`src/rtl/gpr_bus_scheduler_if.sv`:
```
`default_nettype none
// ============================================================================
// gpr_bus_scheduler_if : requester, operand-select and GPR enable signals
// Rev 1.0
// ============================================================================
interface gpr_bus_scheduler_if;
    logic       cpu_req;
    logic       cpu_op;
    logic [1:0] cpu_sel;
    logic       cpu_gnt;
    logic       dbg_req;
    logic       dbg_op;
    logic [1:0] dbg_sel;
    logic       dbg_gnt;
    logic       lhs_en;
    logic [1:0] lhs_sel;
    logic       rhs_en;
    logic [1:0] rhs_sel;
    logic [3:0] a_main_n;
    logic [3:0] load_n;
    logic [3:0] a_lhs_n;
    logic [3:0] a_rhs_n;
    logic       busy;

    modport master (
        output cpu_req, cpu_op, cpu_sel, dbg_req, dbg_op, dbg_sel,
               lhs_en, lhs_sel, rhs_en, rhs_sel,
        input  cpu_gnt, dbg_gnt, a_main_n, load_n, a_lhs_n, a_rhs_n, busy
    );

    modport slave (
        input  cpu_req, cpu_op, cpu_sel, dbg_req, dbg_op, dbg_sel,
               lhs_en, lhs_sel, rhs_en, rhs_sel,
        output cpu_gnt, dbg_gnt, a_main_n, load_n, a_lhs_n, a_rhs_n, busy
    );
endinterface
`default_nettype wire

```
`src/rtl/gpr_bus_scheduler.sv`:
```
`default_nettype none
// ============================================================================
// gpr_bus_scheduler : round-robin MainBus scheduler for GPRs A..D + operand enables
// Rev 1.0
// ============================================================================
module gpr_bus_scheduler (
    input  wire logic          clk,
    input  wire logic          rst,
    gpr_bus_scheduler_if.slave bus
);

    typedef enum logic [1:0] {
        IDLE = 2'd0,
        XFER = 2'd1,
        TURN = 2'd2
    } state_t;

    localparam logic [3:0] ALL_OFF = 4'b1111;

    state_t     state;
    logic       last_winner;
    logic       any_req;
    logic       winner;
    logic       win_op;
    logic [1:0] win_sel;

    function automatic logic [3:0] dec_n(input logic [1:0] s);
        return ~(4'b0001 << s);
    endfunction

    // On contention the requester that did not win last time is served.
    always_comb begin
        any_req = bus.cpu_req | bus.dbg_req;
        winner  = (bus.cpu_req && bus.dbg_req) ? ~last_winner : bus.dbg_req;
        win_op  = winner ? bus.dbg_op  : bus.cpu_op;
        win_sel = winner ? bus.dbg_sel : bus.cpu_sel;
    end

    always_ff @(posedge clk or posedge rst) begin
        if (rst) begin
            state        <= IDLE;
            last_winner  <= 1'b1;
            bus.cpu_gnt  <= 1'b0;
            bus.dbg_gnt  <= 1'b0;
            bus.busy     <= 1'b0;
            bus.a_main_n <= ALL_OFF;
            bus.load_n   <= ALL_OFF;
        end else begin
            bus.cpu_gnt  <= 1'b0;
            bus.dbg_gnt  <= 1'b0;
            bus.a_main_n <= ALL_OFF;
            bus.load_n   <= ALL_OFF;
            case (state)
                IDLE: begin
                    bus.busy <= 1'b0;
                    if (any_req) begin
                        state       <= XFER;
                        bus.busy    <= 1'b1;
                        last_winner <= winner;
                        bus.cpu_gnt <= ~winner;
                        bus.dbg_gnt <= winner;
                        if (win_op) bus.load_n   <= dec_n(win_sel);
                        else        bus.a_main_n <= dec_n(win_sel);
                    end
                end
                XFER: begin
                    state    <= TURN;
                    bus.busy <= 1'b1;
                end
                TURN: begin
                    state    <= IDLE;
                    bus.busy <= 1'b0;
                end
                default: begin
                    state    <= IDLE;
                    bus.busy <= 1'b0;
                end
            endcase
        end
    end

    // Operand bus enables run free of the MainBus FSM.
    always_ff @(posedge clk or posedge rst) begin
        if (rst) begin
            bus.a_lhs_n <= ALL_OFF;
            bus.a_rhs_n <= ALL_OFF;
        end else begin
            bus.a_lhs_n <= bus.lhs_en ? dec_n(bus.lhs_sel) : ALL_OFF;
            bus.a_rhs_n <= bus.rhs_en ? dec_n(bus.rhs_sel) : ALL_OFF;
        end
    end

endmodule
`default_nettype wire

```
`src/flat_wrapper.sv`:
```
// flat-port wrapper written by rule: the top's interface ports become plain ports
module gpr_bus_scheduler_flat 
  (clk, rst, bus_cpu_req, bus_cpu_op, bus_cpu_sel, bus_dbg_req, bus_dbg_op, bus_dbg_sel, bus_lhs_en, bus_lhs_sel, bus_rhs_en, bus_rhs_sel, bus_cpu_gnt, bus_dbg_gnt, bus_a_main_n, bus_load_n, bus_a_lhs_n, bus_a_rhs_n, bus_busy);
  gpr_bus_scheduler_if bus_i ();
  input  wire logic clk;
  input  wire logic rst;
  input wire logic [$bits(bus_i.cpu_req)-1:0] bus_cpu_req;
  input wire logic [$bits(bus_i.cpu_op)-1:0] bus_cpu_op;
  input wire logic [$bits(bus_i.cpu_sel)-1:0] bus_cpu_sel;
  input wire logic [$bits(bus_i.dbg_req)-1:0] bus_dbg_req;
  input wire logic [$bits(bus_i.dbg_op)-1:0] bus_dbg_op;
  input wire logic [$bits(bus_i.dbg_sel)-1:0] bus_dbg_sel;
  input wire logic [$bits(bus_i.lhs_en)-1:0] bus_lhs_en;
  input wire logic [$bits(bus_i.lhs_sel)-1:0] bus_lhs_sel;
  input wire logic [$bits(bus_i.rhs_en)-1:0] bus_rhs_en;
  input wire logic [$bits(bus_i.rhs_sel)-1:0] bus_rhs_sel;
  output wire logic [$bits(bus_i.cpu_gnt)-1:0] bus_cpu_gnt;
  output wire logic [$bits(bus_i.dbg_gnt)-1:0] bus_dbg_gnt;
  output wire logic [$bits(bus_i.a_main_n)-1:0] bus_a_main_n;
  output wire logic [$bits(bus_i.load_n)-1:0] bus_load_n;
  output wire logic [$bits(bus_i.a_lhs_n)-1:0] bus_a_lhs_n;
  output wire logic [$bits(bus_i.a_rhs_n)-1:0] bus_a_rhs_n;
  output wire logic [$bits(bus_i.busy)-1:0] bus_busy;
  assign bus_i.cpu_req = bus_cpu_req;
  assign bus_i.cpu_op = bus_cpu_op;
  assign bus_i.cpu_sel = bus_cpu_sel;
  assign bus_i.dbg_req = bus_dbg_req;
  assign bus_i.dbg_op = bus_dbg_op;
  assign bus_i.dbg_sel = bus_dbg_sel;
  assign bus_i.lhs_en = bus_lhs_en;
  assign bus_i.lhs_sel = bus_lhs_sel;
  assign bus_i.rhs_en = bus_rhs_en;
  assign bus_i.rhs_sel = bus_rhs_sel;
  assign bus_cpu_gnt = bus_i.cpu_gnt;
  assign bus_dbg_gnt = bus_i.dbg_gnt;
  assign bus_a_main_n = bus_i.a_main_n;
  assign bus_load_n = bus_i.load_n;
  assign bus_a_lhs_n = bus_i.a_lhs_n;
  assign bus_a_rhs_n = bus_i.a_rhs_n;
  assign bus_busy = bus_i.busy;
  gpr_bus_scheduler u_core (.clk(clk), .rst(rst), .bus(bus_i));
endmodule
```
`config.mk`:
```
export PLATFORM = sky130hd
export DESIGN_NAME = gpr_bus_scheduler_flat
export DESIGN_NICKNAME = d
export VERILOG_FILES = /design/src/rtl/gpr_bus_scheduler_if.sv /design/src/rtl/gpr_bus_scheduler.sv /design/src/flat_wrapper.sv
export SDC_FILE = /design/constraint.sdc
export NUM_CORES = 1
export LEC_CHECK = 0
export CAP_MARGIN = 5
export CORE_AREA = 3 3 42 44
export CTS_BUF_LIST = sky130_fd_sc_hd__clkbuf_4 sky130_fd_sc_hd__clkbuf_8
export DETAILED_ROUTE_END_ITERATION = 10
export DIE_AREA = 0 0 45 47
export DONT_BUFFER_PORTS = 1
export HOLD_SLACK_MARGIN = 0.03
export PLACE_DENSITY = 0.72
export SYNTH_ARGS = -nofsm -noshare
export SYNTH_HDL_FRONTEND = slang
export SYNTH_SLANG_ARGS = --single-unit
```
`constraint.sdc`:
```
create_clock -name clk -period 1.5 [get_ports clk]
set_input_delay 0.3 -clock clk [delete_from_list [all_inputs] [get_ports clk]]
set_output_delay 0.3 -clock clk [all_outputs]
set_load 0.01 [all_outputs]
```
# [After elaboration in Yosys (flattened, before gate mapping)]
# Index checks and enable logic that the tools add are counted.
[word_totals] out_inout_bits=19 memories=0 register_bits=22 latch_bits=0 rom_bits=0 in_bits=16 ram_bits=0 elab_cells=42
[op_classes] div=0 add_sub_neg=0 shifts=3 n_reduce_logical=3 mux=19 n_eq_ne=2 bitwise=6 order_cmp=0 n_mul=0
[ops] cell="$mux W4" n=8
[ops] cell="$not A4 Y4" n=3
[ops] cell="$shl A1 B2 Y4 const A" n=3
[ops] cell="$mux W1" n=7
[ops] cell="$mux W2" n=2
[ops] cell="$pmux W2 S2" n=1
[ops] cell="$eq A2 B1 Y1 const B" n=1
[ops] cell="$logic_not A2 Y1" n=1
[ops] cell="$ne A2 B1 Y1 const B" n=1
[ops] cell="$not A1 Y1" n=2
[ops] cell="$pmux W1 S2" n=1
[ops] cell="$reduce_and A2 Y1" n=1
[ops] cell="$logic_and A1 B1 Y1" n=1
[ops] cell="$or A1 B1 Y1" n=1

# [Longest topological paths before layout]
[logic_depth] ltp_word=8 mapped_depth=3 depth_no_buf=3

# [Worst setup path before layout]
# No wires, ideal clock.
[synth_path] path_kind="reg2reg" startpoint="reg u_core.last_winner" endpoint="reg u_core.bus.a_main_n[0]" arrival_time_ps=1078 setup_slack_ps=317 synth_period_minus_slack_ps=1183 stages_incl_launch_ff=4 setup_time_ps=106 cell_sequence="dfstp_2 -> a21boi_4 -> mux2i_1 -> nand4_1"
[synth_between] elab_chain_len=8
[synth_lines] item="start: declaration" line="gpr_bus_scheduler.sv:21" text="logic last_winner;"
[synth_lines] item="start signal: assignment" line="gpr_bus_scheduler.sv:59" text="last_winner <= winner;"
[synth_lines] item="$not A1 Y1 (*)" line="gpr_bus_scheduler.sv:34" text="winner = (bus.cpu_req && bus.dbg_req) ? ~last_winner : bus.dbg_req;"
[synth_lines] item="$mux W1 (*)" line="gpr_bus_scheduler.sv:34"
[synth_lines] item="$mux W2" line="gpr_bus_scheduler.sv:36" text="win_sel = winner ? bus.dbg_sel : bus.cpu_sel;"
[synth_lines] item="$shl A1 B2 Y4" line="gpr_bus_scheduler.sv:28" text="return ~(4'b0001 << s);"
[synth_lines] item="$not A4 Y4" line="gpr_bus_scheduler.sv:28"
[synth_lines] item="$mux W4 (*)" line="gpr_bus_scheduler.sv:62" text="if (win_op) bus.load_n <= dec_n(win_sel);"
[synth_lines] item="$mux W4 (*)" line="gpr_bus_scheduler.sv:56" text="if (any_req) begin"
[synth_lines] item="$mux W4 (*)" line="gpr_bus_scheduler.sv:53" text="case (state)"
[synth_lines] item="end signal: assignment" line="gpr_bus_scheduler.sv:63" text="else bus.a_main_n <= dec_n(win_sel);"
[synth_lines] item="end: declaration" line="gpr_bus_scheduler_if.sv:34" text="output cpu_gnt, dbg_gnt, a_main_n, load_n, a_lhs_n, a_rhs_n, busy"
# Mark *: on every way between the ends. The rest lies on a longest branch, timed or not.
# A chain may end at the register's enable or synchronous reset.

# [Final worst setup path]
[layout_path] startpoint="reg u_core.last_winner" endpoint="reg u_core.bus.load_n[2]"
[layout_between] elab_chain_len=8
[layout_lines] item="$not A1 Y1 (*)" line="gpr_bus_scheduler.sv:34"
[layout_lines] item="$mux W1 (*)" line="gpr_bus_scheduler.sv:34"
[layout_lines] item="$mux W2" line="gpr_bus_scheduler.sv:36"
[layout_lines] item="$shl A1 B2 Y4" line="gpr_bus_scheduler.sv:28"
[layout_lines] item="$not A4 Y4" line="gpr_bus_scheduler.sv:28"
[layout_lines] item="$mux W4 (*)" line="gpr_bus_scheduler.sv:62"
[layout_lines] item="$mux W4 (*)" line="gpr_bus_scheduler.sv:56"
[layout_lines] item="$mux W4 (*)" line="gpr_bus_scheduler.sv:53"
[layout_lines] item="end signal: assignment" line="gpr_bus_scheduler.sv:62"
[layout_lines] item="end: declaration" line="gpr_bus_scheduler_if.sv:34"
# Marks and branches as above.

==> key figures <==
Status
  • Status: completed

Finish
  • Most frequent cells in the layout: 17 x dfstp_2, 8 x nand4_1, 5 x dfrtp_1, 4 x nand3b_1, 4 x clkbuf_4
  • Layout Nets: 80
  • Post-Layout Inst Area: 903 µm²
  • Commonest non-fill, non-tap cell in the layout: dfstp_2
  • Ant. Diodes: 0
  • FILL cells: about 120
  • Share of cells above drive strength 1: about 46%
  • Post-layout util: around three fifths
  • Synth-to-Final Area Change: 8.08%
  • Layout Cells excl Fill: 79

GRT
  • Largest net degree at the start of global routing: 23
  • Total Routing Usage GR: a little over an eighth
  • First-pass GRT wire length: 2000 µm
  • Initial antenna violation count: 0
  • Total grt overflow: 0
  • Vias in the first global route: between 400 and 500

Clock tree
  • Clock latency on the worst-skew pair: 0.29 ns
  • CTS Hold Bufs: 1
  • Clock transition at path regs: 0.12 ns
  • Clk buf depth: 2
  • CTS tree: yes
  • Post-CTS Setup Repair Bufs: 0
  • Root buf cell: clkbuf_4
  • H-tree depth: 1
  • Post-CTS sizing: 0
  • CTS Buf Count: 3
  • Clock Sinks: 22

Placed design
  • Dpl cell area: roughly 860 µm²
  • Pre-CTS setup slack: roughly 0.16 ns
  • IO buf count: 0
  • GPL Wtd Cong: ~0.72
  • Detailed Place HPWL: slightly below 1000 µm
  • Placed insts: 74

Die
  • Height of the die: about 47 µm
  • # rows: 14
  • Core area: ~1500 µm²
  • Die width: 45 µm
  • DIE AREA: 2120 µm²
  • Num ports: 35
  • Initial core utilization: approximately 57%

Run
  • Max Cap Violations: 0

Setup path
  • Crit. End Element: flop
  • Critical Path RT: 1.69 ns
  • Reg-to-reg setup timing slack: roughly 0.16 ns
  • Critical path class: reg -> reg
  • Critical path arrival: roughly 1.5 ns
  • Crit start category: flop
  • Maximum fanout along the worst path: 7

Power
  • Max VDD drop: 0.000865 V
  • PwrDens: approximately 1500 nW/µm²
  • Leakage: 0.354 nW
  • Tot Pwr: 1.33 mW

Timing
  • Slew Viols, Final: 0
  • Final worst setup slack: 0.161 ns
  • Layout Skew: about 0.0074 ns
  • Hold Worst Slack: approximately 0.045 ns
  • Actual slew at the worst max-slew pin: around 0.45 ns
  • Post-route clock period utilization: 89.3%
  • Count of final setup violators: 0
  • Tmin final: between 1 and 1.5 ns
  • RSZ-0062 raised after global routing: false
  • Fmax: approximately 750 MHz
  • Final hold violation count: 0
  • Slew HR: 69.9%
  • Total Neg Setup Slack: 0 ns

Yosys
  • Syn Inst Count: 57
  • Syn Nets: 73
  • Cell Area, Synth: 836 µm²
  • Cell variety after synth: 18
  • Yosys synthesis warning count: 0
  • Avg Synthesized Cell Area: roughly 15 µm²
  • Flops & latches, synth: 22
  • Seq/Total Area, Yosys: a little under 70%

Hold path
  • Class of the worst hold path: in -> reg

Drt
  • 1st-pass router iterations: 2
  • Via count: roughly 460
  • DR DRC count: 0
  • WL/cell: around 16 µm
  • WL final: roughly 1300 µm
  • Routed Antenna Nets: 0
  • First DRT Iteration DRCs: 6
  • Avg Vias per Cell: about 6
## state kept, by name (all words and copies together), names as in the netlist
register,cells
u_core.bus.busy,1
u_core.bus.a_main_n,4
u_core.bus.a_rhs_n,4
u_core.bus.a_lhs_n,4
u_core.bus.dbg_gnt,1
u_core.bus.load_n,4
u_core.state,2
u_core.bus.cpu_gnt,1
u_core.last_winner,1
## cell usage after synthesis (all sizes together)
| cell type | instances | area, µm² |
|---|---|---|
| dfstp | 17 | 447 |
| nand4 | 8 | 50.1 |
| dfrtp | 5 | 125 |
| nand3b | 4 | 30.0 |
| mux2 | 3 | 45.0 |
| mux2i | 3 | 30.0 |
| nor2 | 3 | 11.3 |
| a21oi | 2 | 10.0 |
| nand3 | 2 | 10.0 |
| nor3 | 2 | 15.0 |
| or3b | 2 | 17.5 |
| a21boi | 1 | 18.8 |
| a31oi | 1 | 6.26 |
| inv | 1 | 3.75 |
| nand2 | 1 | 3.75 |
| nor2b | 1 | 6.26 |
| nor4 | 1 | 6.26 |
## area by class of cell
class | instances | area [µm²] | share of cell area, %
timing repair buffer | 2 | 17.5 | 1.94
sequential | 22 | 572 | 63.3
clock buffer | 4 | 30.0 | 3.32
multi-input combinational | 34 | 260 | 28.8
inverter | 1 | 3.75 | 0.416
tap | 16 | 20.0 | 2.22
## where the power goes
group | internal, mW | switching (mW) | leakage, nW | total [mW]
Sequential | 0.728 | 0.111 | 0.242 | 0.839
Clock | 0.121 | 0.160 | 0.0184 | 0.282
Combinational | 0.0944 | 0.116 | 0.0945 | 0.210
## worst paths after layout
kind / cells after the start / startpoint / end
min: 1 / bus_rhs_en / u_core.bus.a_rhs_n[3]
max: 3 / u_core.last_winner / u_core.bus.load_n[2]
min in group asynchronous: 3 / rst / u_core.state[0]
min reg2reg: 1 / u_core.state[1] / u_core.state[1]
max reg2reg: 3 / u_core.last_winner / u_core.bus.load_n[2]
max in group asynchronous: 3 / rst / u_core.bus.load_n[2]
## logic make-up after synthesis
logic type	after synthesis	synth area share, %
and+or+nand+nor	24	18.0
muxes	6	8.98
AOI/OAI and AO/OA	4	4.19
buffers and inverters	1	0.449
DFF	22	68.4
## worst max-delay path, stage by stage (launching register included)
cell and delay [ns]:
dfstp_2 0.41, a21boi_4 0.30, mux2i_1 0.37, nand4_1 0.16
## metal layers
metal | wire length [µm] | global-route usage, %
met4 | 12 | 7.02
met3 | 139 | 4.21
met1 | 488 | 18.0
met2 | 636 | 19.5
met5 | 0 | 0
Power figures use the tool's default switching activity.
